===== src/rtl/scan_mux_n_if.sv =====
// Channel-mux bus: mode/select/data inputs and the registered display outputs.
interface scan_mux_n_if #(
  parameter int unsigned WIDTH    = 5,
  parameter int unsigned CHANNELS = 4,
  parameter int unsigned SEL_W    = 2
) ();

  logic                      MODE;
  logic [SEL_W-1:0]          CONTROL;
  logic [WIDTH*CHANNELS-1:0] IN;
  logic [WIDTH-1:0]          OUT;
  logic [SEL_W-1:0]          ACTIVE;
  logic [CHANNELS-1:0]       ONEHOT;
  logic                      STROBE;

  modport master (
    output MODE, CONTROL, IN,
    input  OUT, ACTIVE, ONEHOT, STROBE
  );

  modport slave (
    input  MODE, CONTROL, IN,
    output OUT, ACTIVE, ONEHOT, STROBE
  );

endinterface


===== src/rtl/scan_mux_n.sv =====
// N-channel registered display multiplexer with manual select and round-robin auto-scan.
// Optional feature: define SCAN_BLANK_EN to insert BLANK dark cycles between scanned
// channels (anti-ghosting). Without it, channels switch back-to-back and BLANK is ignored.
module scan_mux_n #(
  parameter int unsigned WIDTH    = 5,
  parameter int unsigned CHANNELS = 4,
  parameter int unsigned SEL_W    = 2,
  parameter int unsigned DWELL    = 100000,
  parameter int unsigned DWELL_W  = 17,
  parameter int unsigned BLANK    = 8
) (
  input logic         CLK,
  input logic         RESET,
  scan_mux_n_if.slave bus
);

  typedef enum logic [1:0] {StMan, StShow, StBlk} state_e;

  localparam logic [SEL_W-1:0]   LastCh    = SEL_W'(CHANNELS - 1);
  localparam logic [DWELL_W-1:0] DwellLast = DWELL_W'(DWELL - 1);
`ifdef SCAN_BLANK_EN
  localparam logic [DWELL_W-1:0] BlankLast = DWELL_W'(BLANK - 1);
`else
  logic unused_blank;
  assign unused_blank = ^BLANK;
`endif

  state_e               state_q, state_d;
  logic [DWELL_W-1:0]   cnt_q, cnt_d;
  logic [SEL_W-1:0]     active_q, active_d;
  logic [WIDTH-1:0]     out_q, out_d;
  logic [CHANNELS-1:0]  onehot_q, onehot_d;
  logic                 strobe_q, strobe_d;
  logic                 blank_d;
  logic [SEL_W-1:0]     next_ch;
  logic                 in_range;

  // Round-robin successor, wrapping at the real channel count rather than 2**SEL_W.
  assign next_ch  = (active_q == LastCh) ? '0 : active_q + 1'b1;
  assign in_range = (active_q <= LastCh);

  // Next-state: mode is sampled every cycle and always takes priority over a scan step.
  always_comb begin
    state_d  = state_q;
    cnt_d    = cnt_q;
    active_d = active_q;
    blank_d  = 1'b0;
    unique case (state_q)
      StMan: begin
        cnt_d = '0;
        if (bus.MODE) begin
          state_d  = StShow;
          active_d = in_range ? active_q : '0;
        end else begin
          active_d = bus.CONTROL;
        end
      end
      StShow: begin
        if (!bus.MODE) begin
          state_d  = StMan;
          cnt_d    = '0;
          active_d = bus.CONTROL;
        end else if (cnt_q == DwellLast) begin
          cnt_d = '0;
`ifdef SCAN_BLANK_EN
          state_d = StBlk;
          blank_d = 1'b1;
`else
          active_d = next_ch;
`endif
        end else begin
          cnt_d = cnt_q + 1'b1;
        end
      end
`ifdef SCAN_BLANK_EN
      StBlk: begin
        if (!bus.MODE) begin
          state_d  = StMan;
          cnt_d    = '0;
          active_d = bus.CONTROL;
        end else if (cnt_q == BlankLast) begin
          state_d  = StShow;
          cnt_d    = '0;
          active_d = next_ch;
        end else begin
          cnt_d   = cnt_q + 1'b1;
          blank_d = 1'b1;
        end
      end
`endif
      default: begin
        state_d = StMan;
        cnt_d   = '0;
      end
    endcase
  end

  // Output decode from the next ACTIVE; an out-of-range select matches no channel and
  // therefore yields zero data and an all-zero one-hot.
  always_comb begin
    out_d    = '0;
    onehot_d = '0;
    if (!blank_d) begin
      for (int k = 0; k < CHANNELS; k++) begin
        if (active_d == k[SEL_W-1:0]) begin
          out_d       = bus.IN[k*WIDTH +: WIDTH];
          onehot_d[k] = 1'b1;
        end
      end
    end
    strobe_d = (active_d != active_q);
  end

  // State and output registers, cleared asynchronously.
  always_ff @(posedge CLK or posedge RESET) begin
    if (RESET) begin
      state_q  <= StMan;
      cnt_q    <= '0;
      active_q <= '0;
      out_q    <= '0;
      onehot_q <= '0;
      strobe_q <= 1'b0;
    end else begin
      state_q  <= state_d;
      cnt_q    <= cnt_d;
      active_q <= active_d;
      out_q    <= out_d;
      onehot_q <= onehot_d;
      strobe_q <= strobe_d;
    end
  end

  assign bus.OUT    = out_q;
  assign bus.ACTIVE = active_q;
  assign bus.ONEHOT = onehot_q;
  assign bus.STROBE = strobe_q;

endmodule


===== src/flat_wrapper.sv =====
// flat-port wrapper written by rule: the top's interface ports become plain ports
module scan_mux_n_flat 
#(
  parameter int unsigned WIDTH    = 5,
  parameter int unsigned CHANNELS = 4,
  parameter int unsigned SEL_W    = 2,
  parameter int unsigned DWELL    = 100000,
  parameter int unsigned DWELL_W  = 17,
  parameter int unsigned BLANK    = 8
)
  (CLK, RESET, bus_MODE, bus_CONTROL, bus_IN, bus_OUT, bus_ACTIVE, bus_ONEHOT, bus_STROBE);
  scan_mux_n_if #(.WIDTH(WIDTH), .CHANNELS(CHANNELS), .SEL_W(SEL_W)) bus_i ();
  input logic CLK;
  input logic RESET;
  input wire logic [$bits(bus_i.MODE)-1:0] bus_MODE;
  input wire logic [$bits(bus_i.CONTROL)-1:0] bus_CONTROL;
  input wire logic [$bits(bus_i.IN)-1:0] bus_IN;
  output wire logic [$bits(bus_i.OUT)-1:0] bus_OUT;
  output wire logic [$bits(bus_i.ACTIVE)-1:0] bus_ACTIVE;
  output wire logic [$bits(bus_i.ONEHOT)-1:0] bus_ONEHOT;
  output wire logic [$bits(bus_i.STROBE)-1:0] bus_STROBE;
  assign bus_i.MODE = bus_MODE;
  assign bus_i.CONTROL = bus_CONTROL;
  assign bus_i.IN = bus_IN;
  assign bus_OUT = bus_i.OUT;
  assign bus_ACTIVE = bus_i.ACTIVE;
  assign bus_ONEHOT = bus_i.ONEHOT;
  assign bus_STROBE = bus_i.STROBE;
  scan_mux_n #(.WIDTH(WIDTH), .CHANNELS(CHANNELS), .SEL_W(SEL_W), .DWELL(DWELL), .DWELL_W(DWELL_W), .BLANK(BLANK)) u_core (.CLK(CLK), .RESET(RESET), .bus(bus_i));
endmodule

===== config.mk =====
export PLATFORM = sky130hd
export DESIGN_NAME = scan_mux_n_flat
export DESIGN_NICKNAME = d
export VERILOG_FILES = /design/src/rtl/scan_mux_n_if.sv /design/src/rtl/scan_mux_n.sv /design/src/flat_wrapper.sv
export SDC_FILE = /design/constraint.sdc
export NUM_CORES = 1
export LEC_CHECK = 0
export ABC_AREA = 1
export BUFFER_PORTS_ARGS = -buffer_cell sky130_fd_sc_hd__buf_2
export CAP_MARGIN = 20
export CORE_UTILIZATION = 45
export DETAILED_ROUTE_END_ITERATION = 10
export PLACE_DENSITY = 0.69
export SLEW_MARGIN = 20
export SYNTH_ARGS = -nofsm -noshare
export SYNTH_HDL_FRONTEND = slang
export SYNTH_SLANG_ARGS = --single-unit

===== constraint.sdc =====
create_clock -name CLK -period 2.25 [get_ports CLK]
set_input_delay 0.225 -clock CLK [delete_from_list [all_inputs] [get_ports CLK]]
set_output_delay 0.225 -clock CLK [all_outputs]
set_load 0.01 [all_outputs]

==> metrics.txt <==
I/O Pins 37; Final #Nets 257; Placed Area 1780 um^2; Critical Path RT 2.52 ns; TritonCTS clock tree done; Synth Instances 189; Fillers 323; worst vdd ir 0.000419 V; net load switching power 292 uW; initial antenna violation count 0; Post-Route WL 3010 um; clk slew on worst S/H paths 0.09 ns; Clk pwr share 31.5%; Final Hold Fails 0; Top Usage Layer GRT met2; DIE HEIGHT 61 um; clk buf depth 2; Final Max Tran Viols 0; Critical Path Source Type flop; Post-Syn Nets 216; hold crit path type in2reg; drt first-iter violations 57; DP HPWL 2170 um; Post-DRT Antenna Nets 0; setup_tns 0 ns; Initial DRT Pass Iterations 5; H-Tree Depth 2; status completed; # diodes 0; clock network latency to the later pin of the worst-skew pair 0.33 ns; Rows 21; post-synthesis sequential area ratio 47.9%; max cap viols 0; GR Util met1 25.6%; die width 61 um; sequential cell area 751 um^2; Synth Cell Area 1570 um^2; area leader, netlist dfrtp_1; share of layout cells above drive strength 1 26.4%; post-synthesis cell type count 29; area occupied by multi-input gates 691 um^2; RSZ-0062 raised after global routing false; Ys Warns 0; Core ar. 3340 um^2; via/cell ratio 4.82; TritonCTS Buffers 5; cell area after layout 1850 um^2; Critical Path End Type flop; Starting Density 46.9%; commonest non-fill, non-tap cell in the layout nand2_1; Clock Skew 0.00550 ns; GRT Util Overall 18.5%; Vias 1334; Worst Tran Pin Value 0.464 ns; Sequential Power Share 54.0%; total grt overflow 0; Final Critical Period 1.89 ns; Sw Ratio 27.2%; combinational share of power 14.6%; cell count after placement 268; fmax 529 MHz; #FFs+latches synth 30; largest cells by area after synthesis dfrtp_1 (48%), nand2_1 (9.6%), nand3_1 (6.4%); CP Max Fanout 13; largest net degree at the start of global routing 31; final setup violation count 0; syn_area_per_cell 8.29 um^2; Final period util 84.0%; WL/cell 10.9 um; Root Driver clkbuf_4; Internal 780 uW; DRC 0; critical path class reg2reg; GR Util met2 26.2%; Layout Area Growth over Synthesis 18.1%; commonest cells after routing, fill and taps aside nand2_1 (40), buf_2 (36), dfrtp_1 (30), inv_1 (21), nand3_1 (20); Layout Cells excl Fill 277; number of global-route vias before repair 1138; top cell type's share of synthesized area 47.9%; Pwr Density 579 nW/um^2; first-pass GRT wire length 4870 um; die footprint 3720 um^2; placer congestion estimate 0.784; Slew HR 68.8%; CP arrival 2.16 ns; IO buf count 36; Pleak 0.000891 uW; Clock Sinks 30; grt met3 use 7.04%
[worst max-delay path: stages (launching register included)]
cell	delay, ns
dfrtp_1	0.37
ha_1	0.17
nand2_1	0.10
nor2_4	0.15
inv_1	0.05
nor2_1	0.13
nand4_1	0.09
nand3_1	0.09
nand2_1	0.25
nor2_2	0.26
nand2_1	0.08
nand4_1	0.07
[flip-flops by register name (all words and copies together), names as in the netlist]
register,flops
u_core.cnt_q,17
u_core.bus.OUT,5
u_core.bus.ONEHOT,4
u_core.bus.ACTIVE,2
u_core.bus.STROBE,1
u_core.state_q,1
[power by group through the flow]
| stage | Combinational [uW] | Clock, uW | Sequential (uW) |
|---|---|---|---|
| 2_1_floorplan | 82.1 | 0 | 603 |
| 3_3_place_gp | 156 | 0 | 589 |
| 3_5_place_dp | 156 | 0 | 589 |
| 4_1_cts | 158 | 355 | 579 |
| 5_1_grt | 179 | 368 | 583 |
| 6_report | 156 | 337 | 578 |
[layer usage]
| layer | vias to the layer above | routed length (um) |
|---|---|---|
| met5 | - | 0 |
| met4 | 0 | 51 |
| met3 | 5 | 103 |
| met2 | 21 | 1390 |
| met1 | 608 | 1470 |
| li1 | 700 | - |
[Yosys cell counts]
cell      count
nor3_1        6
and3_1        1
nand4_1      10
nand2_4       1
xor2_1        3
buf_8         1
o21ai_0       3
inv_1        21
ha_1          2
or2_2         2
o21a_1        1
a31oi_1       2
xnor2_1       1
buf_4         2
dfrtp_1      30
nand3_1      20
buf_2         1
nor2_2        2
nand2_1      40
inv_2         2
nor3b_1       1
nand3_2       3
nor2_4        3
o21ai_2       1
nand2_2       2
a211oi_1      2
nor2_1       18
clkbuf_1      1
a21oi_1       7
[final timing paths]
| check | end | slack (ns) | startpoint | depth (start not counted) |
|---|---|---|---|---|
| max | u_core.bus.OUT[3] | 0.36 | u_core.cnt_q[0] | 11 |
| min | u_core.state_q[0] | 0.08 | bus_MODE | 1 |
| max reg2reg | u_core.bus.OUT[3] | 0.36 | u_core.cnt_q[0] | 11 |
| min reg2reg | u_core.cnt_q[0] | 0.46 | u_core.cnt_q[0] | 1 |
| max in group asynchronous | u_core.bus.OUT[3] | 1.48 | RESET | 4 |
| min in group asynchronous | u_core.cnt_q[12] | 0.50 | RESET | 4 |
[cell type report]
class,count,area share [%]
Tap cell,46,3.11
Clock inverter,1,0.270
Sequential cell,30,40.6
Clock buffer,7,2.97
Timing Repair Buffer,39,11.1
Multi-Input combinational cell,131,37.3
Inverter,23,4.67
[metrics by stage]
step           hold WS [ns]  total power (uW)  utilization [%]  worst slack (ns)
6_report             0.0811              1070             55.5             0.360
5_1_grt              0.0651              1130             55.5            0.0569
4_1_cts              0.0589              1090             55.5             0.350
3_5_place_dp          0.317               745             53.4             0.371
3_3_place_gp          0.317               745             53.4             0.435
2_1_floorplan         0.316               685                -             0.596
[cells by family after synthesis]
| family | synth area share (%) |
|---|---|
| fa+ha+maj | 1.60 |
| flops | 47.9 |
| xor+xnor | 2.24 |
| simple gates | 34.3 |
| compound gates | 5.99 |
| buf+inv | 7.99 |
[timing repair]
action                                 CTS  global route
buffers inserted                         0             0
setup endpoints to repair                0             0
hold buffers                             1             0
gates resized for setup                  0             0
endpoints found under the hold margin   30             0
Note: power is estimated with default switching activity, not from simulation.
